===== config.mk =====
export PLATFORM = sky130hd
export DESIGN_NAME = fp_to_int
export DESIGN_NICKNAME = d
export VERILOG_FILES = /design/src/rtl/fp_to_int.sv
export SDC_FILE = /design/constraint.sdc
export NUM_CORES = 1
export LEC_CHECK = 0
export BUFFER_PORTS_ARGS = -buffer_cell sky130_fd_sc_hd__buf_2
export CORE_ASPECT_RATIO = 0.9
export CORE_MARGIN = 2
export CORE_UTILIZATION = 45
export CTS_CLUSTER_DIAMETER = 30
export DETAILED_ROUTE_END_ITERATION = 16
export MAX_ROUTING_LAYER = met4
export SYNTH_ARGS = -nofsm -noshare
export SYNTH_HDL_FRONTEND = slang
export SYNTH_SLANG_ARGS = --single-unit
export TNS_END_PERCENT = 1

===== constraint.sdc =====
create_clock -name clk -period 6.3 [get_ports clk]
set_clock_uncertainty 0.2 [all_clocks]
set_input_delay 0.63 -clock clk [delete_from_list [all_inputs] [get_ports clk]]
set_output_delay 0.63 -clock clk [all_outputs]
set_load 0.02 [all_outputs]

===== src/rtl/fp_to_int.sv =====
// fp_to_int: multi-cycle IEEE-754 single-precision to signed int32 converter.
//   Sequence: IDLE -> CHECK (classify) -> ALIGN (barrel shift) -> ROUND -> DONE.
//   Fixed 4-cycle latency from accept to done_tick for every input class.
// Ports:
//   clk, reset      rising-edge clock, asynchronous active-high reset
//   en              start request, sampled only in IDLE
//   a, rmode        operand and rounding mode (0 = nearest-even, 1 = truncate), captured on accept
//   busy            high whenever the FSM is not in IDLE
//   done_tick       one-cycle pulse while in DONE
//   o, NaN, inf     registered result and flags, held until the next DONE
//   inexact         only with macro FP2INT_INEXACT_EN: discarded fraction bits were nonzero
module fp_to_int (
  input  logic        clk,
  input  logic        reset,
  input  logic        en,
  input  logic [31:0] a,
  input  logic        rmode,
  output logic        busy,
  output logic        done_tick,
  output logic [31:0] o,
  output logic        NaN,
  output logic        inf
`ifdef FP2INT_INEXACT_EN
  , output logic      inexact
`endif
);

  localparam int unsigned MAN_W = 24;
  localparam int unsigned EXP_W = 8;

  localparam logic [2:0] IDLE  = 3'd0;
  localparam logic [2:0] CHECK = 3'd1;
  localparam logic [2:0] ALIGN = 3'd2;
  localparam logic [2:0] ROUND = 3'd3;
  localparam logic [2:0] DONE  = 3'd4;

  localparam logic [1:0] CLS_NORM = 2'd0;
  localparam logic [1:0] CLS_ZERO = 2'd1;
  localparam logic [1:0] CLS_INF  = 2'd2;  // infinity or out of int32 range
  localparam logic [1:0] CLS_NAN  = 2'd3;

  localparam logic [EXP_W-1:0] EXP_INT = EXP_W'(150);  // exponent where m is already an integer
  localparam logic [EXP_W-1:0] EXP_OVF = EXP_W'(158);  // exponent of 2^31
  localparam logic [EXP_W-1:0] EXP_MAX = EXP_W'(255);

  logic [2:0]       state, state_n;
  logic [31:0]      a_q;
  logic             rmode_q;
  logic [1:0]       cls_q;
  logic             sign_q;
  logic [EXP_W-1:0] exp_q;
  logic [MAN_W-1:0] man_q;
  logic [31:0]      mag_q;
  logic             guard_q;
  logic             sticky_q;

  // Operand fields of the latched word
  logic [EXP_W-1:0] a_exp;
  logic [22:0]      a_frac;
  assign a_exp  = a_q[30:23];
  assign a_frac = a_q[22:0];

  // State register
  always_ff @(posedge clk or posedge reset) begin
    if (reset) state <= IDLE;
    else       state <= state_n;
  end

  // Next-state logic
  always_comb begin
    state_n = state;
    case (state)
      IDLE:    if (en) state_n = CHECK;
      CHECK:   state_n = ALIGN;
      ALIGN:   state_n = ROUND;
      ROUND:   state_n = DONE;
      DONE:    state_n = IDLE;
      default: state_n = IDLE;
    endcase
  end

  // Operand classification
  logic [1:0] cls_c;
  always_comb begin
    cls_c = CLS_NORM;
    if (a_exp == EXP_MAX)
      cls_c = (a_frac != 23'd0) ? CLS_NAN : CLS_INF;
    else if (a_exp == EXP_W'(0))
      cls_c = CLS_ZERO;
    else if (a_exp > EXP_OVF)
      cls_c = CLS_INF;
    else if (a_exp == EXP_OVF && !(a_frac == 23'd0 && a_q[31]))
      cls_c = CLS_INF;  // only exact -2^31 survives at this exponent
  end

  // Alignment shifter: integer magnitude plus guard/sticky of the dropped bits
  logic [EXP_W-1:0] k_c;
  logic [4:0]       k5_c;
  logic [31:0]      mag_c;
  logic             guard_c;
  logic             sticky_c;
  always_comb begin
    k_c      = EXP_INT - exp_q;
    k5_c     = k_c[4:0];
    mag_c    = 32'd0;
    guard_c  = 1'b0;
    sticky_c = 1'b0;
    if (exp_q >= EXP_INT) begin
      mag_c = 32'(man_q) << (exp_q - EXP_INT);
    end else if (k_c >= EXP_W'(25)) begin
      sticky_c = |man_q;
    end else begin
      mag_c    = 32'(man_q >> k5_c);
      guard_c  = man_q[k5_c - 5'd1];
      sticky_c = |(man_q & ((MAN_W'(1) << (k5_c - 5'd1)) - MAN_W'(1)));
    end
  end

  // Rounding and sign application
  logic        inc_c;
  logic [31:0] mag_rnd_c;
  logic [31:0] res_c;
  always_comb begin
    inc_c     = !rmode_q && guard_q && (sticky_q || mag_q[0]);
    mag_rnd_c = mag_q + 32'(inc_c);
    res_c     = sign_q ? (32'd0 - mag_rnd_c) : mag_rnd_c;
  end

  // Datapath and registered outputs
  always_ff @(posedge clk or posedge reset) begin
    if (reset) begin
      a_q       <= 32'd0;
      rmode_q   <= 1'b0;
      cls_q     <= CLS_NORM;
      sign_q    <= 1'b0;
      exp_q     <= '0;
      man_q     <= '0;
      mag_q     <= 32'd0;
      guard_q   <= 1'b0;
      sticky_q  <= 1'b0;
      busy      <= 1'b0;
      done_tick <= 1'b0;
      o         <= 32'd0;
      NaN       <= 1'b0;
      inf       <= 1'b0;
`ifdef FP2INT_INEXACT_EN
      inexact   <= 1'b0;
`endif
    end else begin
      busy      <= (state_n != IDLE);
      done_tick <= (state_n == DONE);
      case (state)
        IDLE: begin
          if (en) begin
            a_q     <= a;
            rmode_q <= rmode;
          end
        end
        CHECK: begin
          cls_q  <= cls_c;
          sign_q <= a_q[31];
          exp_q  <= a_exp;
          // hidden bit is 0 for zero/denormal so sticky reflects only the fraction
          man_q  <= {a_exp != EXP_W'(0), a_frac};
        end
        ALIGN: begin
          mag_q    <= mag_c;
          guard_q  <= guard_c;
          sticky_q <= sticky_c;
        end
        ROUND: begin
          NaN <= 1'b0;
          inf <= 1'b0;
`ifdef FP2INT_INEXACT_EN
          inexact <= 1'b0;
`endif
          case (cls_q)
            CLS_NAN: begin
              o   <= 32'h8000_0000;
              NaN <= 1'b1;
            end
            CLS_INF: begin
              o   <= sign_q ? 32'h8000_0000 : 32'h7FFF_FFFF;
              inf <= 1'b1;
            end
            CLS_ZERO: begin
              o <= 32'd0;
`ifdef FP2INT_INEXACT_EN
              inexact <= guard_q | sticky_q;
`endif
            end
            default: begin
              o <= res_c;
`ifdef FP2INT_INEXACT_EN
              inexact <= guard_q | sticky_q;
`endif
            end
          endcase
        end
        default: ;
      endcase
    end
  end

endmodule


# Yosys cells after proc, flatten, opt, wreduce, memory -nomap -nowiden
# Index checks and enable logic that the tools add are counted.
# word_totals
input_bits	36
output_inout_bits	36
elab_cells	74
regBits	141
# op_classes
n_bitwise	1
reduce_logical	16
magnitude_cmp	4
shifts	3
n_eq_ne	9
mux	20
addsub	6
# op_table
op	n
2-to-1 mux 32 bit	4
case mux 32 bit (3 select lines)	1
OR reduction 24 bit	2
adder 32 x 1 -> 32 bit	1
left shift 24 x 8 -> 32 bit	1
right shift 24 x 5 -> 32 bit	1
subtractor 1 x 32 -> 32 bit, first input constant	1
AND 24 bit	1
left shift 1 x 5 -> 24 bit, first input constant	1
subtractor 24 x 1 -> 24 bit, second input constant	1
logical NOT 23 bit	1
nonzero test 23 bit	1
equality test 8 bit, second input constant	2
case mux 3 bit (4 select lines)	1
>= comparator 8 x 5 -> 1 bit, second input constant	1
>= comparator 8 bit, second input constant	1
greater-than comparator 8 bit, second input constant	1
logical NOT 8 bit	1
2-to-1 mux 1 bit	8
2-to-1 mux 2 bit	4
nonzero test 8 bit	1
subtractor 8 bit, first input constant	1
subtractor 8 bit, second input constant	1
equality test 3 x 2 -> 1 bit, second input constant	2
other kinds (14)	19

# Depth between registers and ports, before layout
# Gate-level depths: netlist of the first run.
# logic_depth
ltp_word	8
ltp_mapped	22

# Worst setup path after synthesis of the first run
# No wires, ideal clock.
# synth_timing
path_kind	reg2reg
startpoint	reg exp_q[1]
endpoint	reg sticky_q
required_ns	5.974
stages_incl_launch_ff	22
path_buffers	4
arrival_ns	4.623
setup_ns	0.126
synth_period_minus_slack_ns	4.948
setup_slack_ns	1.352
path_cell_list	dfrtp_1 > clkbuf_1 > buf_1 > clkinv_1 > ha_1 > buf_2 > nor2b_1 > clkbuf_1 > xnor3_1 > a32o_1 > nand2_1 > ha_1 > inv_1 > a221oi_1 > o21ai_0 > a31oi_1 > o21ai_0 > nor4_1 > and4_1 > o2111ai_1 > and4bb_1 > a31oi_1
# synth_between
elab_chain_cells	8
# synth_lines
element	line_no	source
start, declared	51	logic [EXP_W-1:0] exp_q;
start signal, assigned	162	exp_q <= a_exp;
subtractor 8 bit	103	k_c = EXP_INT - exp_q;
subtractor 5 x 1 -> 5 bit	115	sticky_c = |(man_q & ((MAN_W'(1) << (k5_c - 5'd1)) - MAN_W'(1)));
left shift 1 x 5 -> 24 bit	115	
subtractor 24 x 1 -> 24 bit	115	
AND 24 bit	115	
OR reduction 24 bit	115	
2-to-1 mux 1 bit	110	end else if (k_c >= EXP_W'(25)) begin
2-to-1 mux 1 bit *	108	if (exp_q >= EXP_INT) begin
end signal, assigned	169	sticky_q <= sticky_c;
end, declared	55	logic sticky_q;
# Every way passes the cells marked *; elsewhere a longest branch is shown, timed or not.
# A chain may end at the register's enable or synchronous reset.

# Worst setup path after layout of the first run
# Same ends and word-level chain as after synthesis.

==> qor.txt, run 1 <==
Fin. Hold Viols: 0
final wirelength: 38,700 microns
DR vias/cell: 6.23
sequential area share after synthesis: 0.303
CP Cell Sequence: buf_4, ha_1, nor2b_1, nor3_1, nor2_1, buf_4, a32o_1, nand2_1, ha_1, inv_1, a221oi_1, o21ai_0, a31oi_1, o21ai_0, nor4_1, and4_1, o2111ai_1, and4bb_1, a31oi_1
largest net degree at the start of global routing: 92
FILL cells: 2,453
CTS HTree Levels: 4
Crit-path slowest cell: buf_4
total setup buffers inserted after CTS: 0
crit-path max FO: 38
WP data arrival: 4.98 ns
first-pass GRT wire length: 61,400 microns
max_cap viols: 0
R2R Setup Slk: 1.44 ns
Ys Warns: 0
PortBufs: 71
unrepaired setup endpoints after global routing: false
clk slew on worst S/H paths: 0.07 ns
Root Buffer: clkbuf_16
min cycle time layout: 4.86 ns
Crit Path Class: reg2reg
Setup TNS Final: 0 ns
std cell rows: 55
Synth area leader: dfrtp_1
DRC: 0
IO Count: 72
cell count after synthesis: 1,444
clk buf depth: 2
WL/cell: 21.6 microns
max incr delay on CP: 0.45 ns
Num Clock Sinks: 141
Worst Hold Class: in2async
Total Nets Final: 1,481
endpoints failing setup: 0
startpoint types: register
Post-synth EDFFs: 0
Achievable Freq: 206 MHz
Initial Utilization: 0.461
cell with the most instances after synthesis: nand2_1
CTS tree: yes
total core area: 25,300 sq um
hpwl dp: 27,500 microns
Net Count, Synth: 1,492
synth cell count leaders: nand2_1 (201), nor2_1 (145), dfrtp_1 (141)
Layout area overhead: 8.94%
Synth top area share: 0.303
die area: 27,200 sq um
total grt overflow: 0
Antenna Nets Post-Route: 0
clock latency on the worst-skew pair: 0.44 ns
RePlAce Congestion: 1.02
count of cell types in the netlist: 94
cts repair resizes: 0
vias in the first global route: 10,400
total CTS buffers: 17
leading register cell type out of synthesis: dfrtp_1
GRT Overall Usage: 0.298
Avg Inst Size Synth: 8.06 sq um
synth top area cells: dfrtp_1 (30%), mux2_2 (7.3%), nand2_1 (6.5%), o21ai_0 (4.8%), nor2_1 (4.7%)
CTS Hold Bufs: 0
area of the mapped netlist: 11,600 sq um
worst-margin pin slew: 1.15 ns
Ant. Diodes: 0
crit share post-route: 0.772
DRT iter0 DRCs: 1,246
Critical Path Sink Type: register
die height: 157 microns
number of synthesized register bits: 141
Async SR Flop Fraction: 1.00
Chip Width: 174 microns
drt first pass iters: 6
via count of the routed design: 11,100
Rel. slew slack: 0.232
share of layout cells above drive strength 1: 0.174
number of antenna violations at the first check in global routing: 0
worst path required time: 6.42 ns
status: finished clean
Max Slew Vio Count: 0
[worst max-delay path: cells and delay by family (launching register included)]
kind                       cells  cell delay [ns]
DFF                            1             0.38
buffers and inverters          3             0.78
adders and majority gates      2             0.74
and+or+nand+nor                7             1.43
AOI/OAI and AO/OA              7             1.20
[area by class of cell]
class / instances / area (sq um) / share of cell area
multi-input combinational: 1149 / 7490 / 0.590
sequential: 141 / 3530 / 0.278
timing repair buffer: 97 / 551 / 0.0434
inverter: 27 / 106 / 0.00838
clock inverter: 14 / 145 / 0.0114
tap: 342 / 428 / 0.0337
clock buffer: 18 / 439 / 0.0346
[placed cells by master (no fill, tap or decap), drive strengths merged, types with 6 or more instances in the layout]
| cell | n |
|---|---|
| a211oi | 17 |
| a21boi | 7 |
| a21oi | 108 |
| a221oi | 14 |
| a22oi | 8 |
| a31oi | 27 |
| and2 | 9 |
| and3 | 17 |
| and4 | 8 |
| buf | 97 |
| clkbuf | 18 |
| dfrtp | 141 |
| ha | 12 |
| inv | 34 |
| mux2 | 75 |
| mux2i | 44 |
| mux4 | 14 |
| nand2 | 201 |
| nand2b | 7 |
| nand3 | 37 |
| nand4 | 14 |
| nor2 | 145 |
| nor2b | 8 |
| nor3 | 26 |
| nor4 | 23 |
| o2111ai | 6 |
| o211ai | 9 |
| o21a | 6 |
| o21ai | 112 |
| o221ai | 9 |
| o22ai | 14 |
| o311ai | 7 |
| o31ai | 10 |
| or2 | 6 |
| or3 | 8 |
| xnor2 | 50 |
| xor2 | 29 |
[metal layers]
| layer | part of all wire | GRT usage |
|---|---|---|
| met1 | 0.47 | 0.432 |
| met2 | 0.42 | 0.426 |
| met5 | 0 | - |
| met4 | 0.032 | 0.109 |
| met3 | 0.078 | 0.0369 |
[cell families after synthesis]
logic type | after synthesis | synth area share
xor gates and xnor gates | 81 | 0.0633
buffers and inverters | 154 | 0.0576
AOI/OAI and AO/OA | 393 | 0.214
muxes | 133 | 0.137
and+or+nand+nor | 530 | 0.212
DFF | 141 | 0.303
adders and majority gates | 12 | 0.0129
[stage by stage]
step / instances / hold slack (ns) / area, sq um / setup slack (ns) / util
floorplan: 1444 / 0.240 / 11600 / 1.35 / -
global placement: 1756 / 0.252 / 12100 / 1.68 / 0.479
detailed placement: 1756 / 0.254 / 12100 / 1.56 / 0.479
CTS: 1788 / 0.191 / 12700 / 1.52 / 0.502
global route: 1788 / 0.209 / 12700 / 1.01 / 0.502
finish: 1788 / 0.143 / 12700 / 1.44 / 0.502
[final timing paths]
kind,endpoint,from,depth (start not counted)
hold / removal,state[0],reset,2
hold reg to reg,NaN,NaN,2
max in group asynchronous,exp_q[0],reset,3
setup reg to reg,sticky_q,exp_q[1],19
setup / recovery,sticky_q,exp_q[1],19
min in group clk,a_q[11],a[11],2
[state kept, by name, summed over array words and instances (netlist names)]
| register | cells |
|---|---|
| exp_q | 8 |
| sticky_q | 1 |
| rmode_q | 1 |
| NaN | 1 |
| o | 32 |
| sign_q | 1 |
| a_q | 32 |
| state | 3 |
| guard_q | 1 |
| inf | 1 |
| man_q | 24 |
| mag_q | 32 |
| done_tick | 1 |
| busy | 1 |
| cls_q | 2 |
Power of run 1 is not shown: default switching activity piles up to over one toggle a cycle in this logic, so the estimate is an artifact.
==> inputs of run 2 (changes only) <==
--- a/config.mk
+++ b/config.mk
@@ -5,6 +5,7 @@
 export SDC_FILE = /design/constraint.sdc
 export NUM_CORES = 1
 export LEC_CHECK = 0
+export ABC_AREA = 1
 export BUFFER_PORTS_ARGS = -buffer_cell sky130_fd_sc_hd__buf_2
 export CORE_ASPECT_RATIO = 0.9
 export CORE_MARGIN = 2
==> constraint.sdc (replaced) <==
create_clock -name clk -period 4.3 [get_ports clk]
set_clock_uncertainty 0.2 [all_clocks]
set_input_delay 0.43 -clock clk [delete_from_list [all_inputs] [get_ports clk]]
set_output_delay 0.43 -clock clk [all_outputs]
set_load 0.02 [all_outputs]
==> qor.txt, run 2 <==
Crit Reg-Reg Endpoint: o[28]
Synth area leader: dfrtp_1
Rel. slew slack: 0.329
largest net degree at the start of global routing: 107
DRT iter0 DRCs: 1,639
Num Clock Sinks: 141
first-pass GRT wire length: 63,600 microns
Fin. Hold Viols: 0
cell count after synthesis: 1,816
worst-margin pin slew: 1.00 ns
Layout area overhead: 11.3%
WP data arrival: 4.05 ns
final wirelength: 40,100 microns
Ant. Diodes: 0
sequential area share after synthesis: 0.310
CTS tree: yes
clk buf depth: 2
synth top area cells: dfrtp_1 (31%), nand2_1 (16%), nor2_1 (8.5%), o21ai_0 (7.1%), nand3_1 (6.0%)
WL/cell: 18.2 microns
reg2reg start: sticky_q
Critical Path End: o[28]
Total Nets Final: 1,902
CP startpoint: sticky_q
total grt overflow: 0
RePlAce Congestion: 1.00
die height: 155 microns
total CTS buffers: 17
DR vias/cell: 5.60
Async SR Flop Fraction: 1.00
Post-synth EDFFs: 0
endpoints failing setup: 0
most frequent cells in the layout: nand2_1 (480), nor2_1 (256), inv_1 (180)
Critical Path Sink Type: register
Chip Width: 172 microns
Worst Hold Class: in2reg
crit-path max FO: 5
GRT Overall Usage: 0.320
synth cell count leaders: nand2_1 (480), nor2_1 (257), inv_1 (181)
clk slew on worst S/H paths: 0.08 ns
Setup TNS Final: 0 ns
R2R cell count: 18
number of antenna violations at the first check in global routing: 0
most common cell after layout, fill and taps aside: nand2_1
Synth top area share: 0.310
Max Slew Vio Count: 0
Adder-Cell Fraction of Synth Area: 0.0132
Achievable Freq: 257 MHz
Net Count, Synth: 1,864
Crit Path Class: reg2reg
max_cap viols: 0
Root Buffer: clkbuf_16
min cycle time layout: 3.89 ns
area of the mapped netlist: 11,400 sq um
hpwl dp: 31,400 microns
total core area: 25,000 sq um
startpoint types: register
Top Registers: a_q: 32 flops, mag_q: 32 flops, o: 32 flops
share of layout cells above drive strength 1: 0.104
XOR/XNOR share of the synthesized area: 0.0229
worst path required time: 4.45 ns
Avg Inst Size Synth: 6.27 sq um
die area: 26,600 sq um
Ys Warns: 0
total setup buffers inserted after CTS: 0
drt first pass iters: 5
Synth Area in Simple Gates: 0.371
status: finished clean
main combinational cell family by area after synthesis: simple AND/OR/NAND/NOR gates
IO Count: 72
cell with the most instances after synthesis: nand2_1
CTS HTree Levels: 4
PortBufs: 71
Synth Area in Compound Gates: 0.181
crit share post-route: 0.906
std cell rows: 55
DRC: 0
via count of the routed design: 12,400
count of cell types in the netlist: 51
Antenna Nets Post-Route: 0
post-synthesis mux area share: 0.00968
number of synthesized register bits: 141
unrepaired setup endpoints after global routing: false
R2R Setup Slk: 0.41 ns
Initial Utilization: 0.455
clock latency on the worst-skew pair: 0.45 ns
vias in the first global route: 11,200
leading register cell type out of synthesis: dfrtp_1
## run 2: cell families after synthesis
logic type | count (synthesis)
AO/OA/AOI/OAI | 366
XOR/XNOR | 28
adder cells (fa/ha/maj) | 12
buffers and inverters | 268
flip-flops | 141
multiplexers | 10
AND/OR/NAND/NOR | 991
## run 2: worst min-delay path by stage
stage,startpoint,endpoint,cells after the start
after floorplan,sticky_q,sticky_q,2
after global placement,inf,inf,2
after detailed placement,inf,inf,2
after CTS,a[28],a_q[28],2
after global routing,a[20],a_q[20],2
final,a[20],a_q[20],2
## run 2: through the flow
stage	instances	utilization	hold slack, ns	area (sq um)	worst slack (ns)
global placement	2176	0.482	0.288	12100	0.485
finish	2209	0.507	0.0193	12700	0.405
detailed placement	2176	0.482	0.277	12100	0.512
CTS	2209	0.507	0.00858	12700	0.434
floorplan	1816	-	0.250	11400	0.788
global route	2209	0.507	0.0142	12700	0.0488
## run 2: critical path, stage by stage, from the launching register on
cell,delay (ns)
dfrtp_1,0.48
nor2_1,0.06
nor3_1,0.13
ha_1,0.22
ha_1,0.19
nand2_1,0.11
nor2_1,0.27
nand3_1,0.19
inv_1,0.12
nand2_2,0.12
nor2_4,0.16
nand2_1,0.08
xor2_1,0.32
nand2_1,0.11
o21ai_0,0.46
nand2_1,0.15
o21bai_1,0.15
nand3_1,0.09
a21oi_1,0.18
## run 2: repair_timing
action                                  in CTS  in global routing
endpoints found under the setup margin       0                  2
hold buffers                                 1                  0
endpoints found under the hold margin       35                  0
gates resized for setup                      0                  1
## run 2: area by class of cell
type	instances	area (sq um)
fill	2638	12300
multi-input combinational	1407	6830
sequential	141	3530
inverter	189	713
timing repair buffer	98	573
tap	342	428
clock buffer	17	425
clock inverter	15	169
## run 2: routing by layer
| metal | part of all wire | global-route usage | vias up |
|---|---|---|---|
| li1 | - | - | 6023 |
| met1 | 0.50 | 0.503 | 5749 |
| met2 | 0.38 | 0.401 | 560 |
| met3 | 0.11 | 0.0939 | 32 |
| met4 | 0.011 | 0.0545 | 0 |
| met5 | 0 | - | - |
Power of run 2 is left out for the same reason.
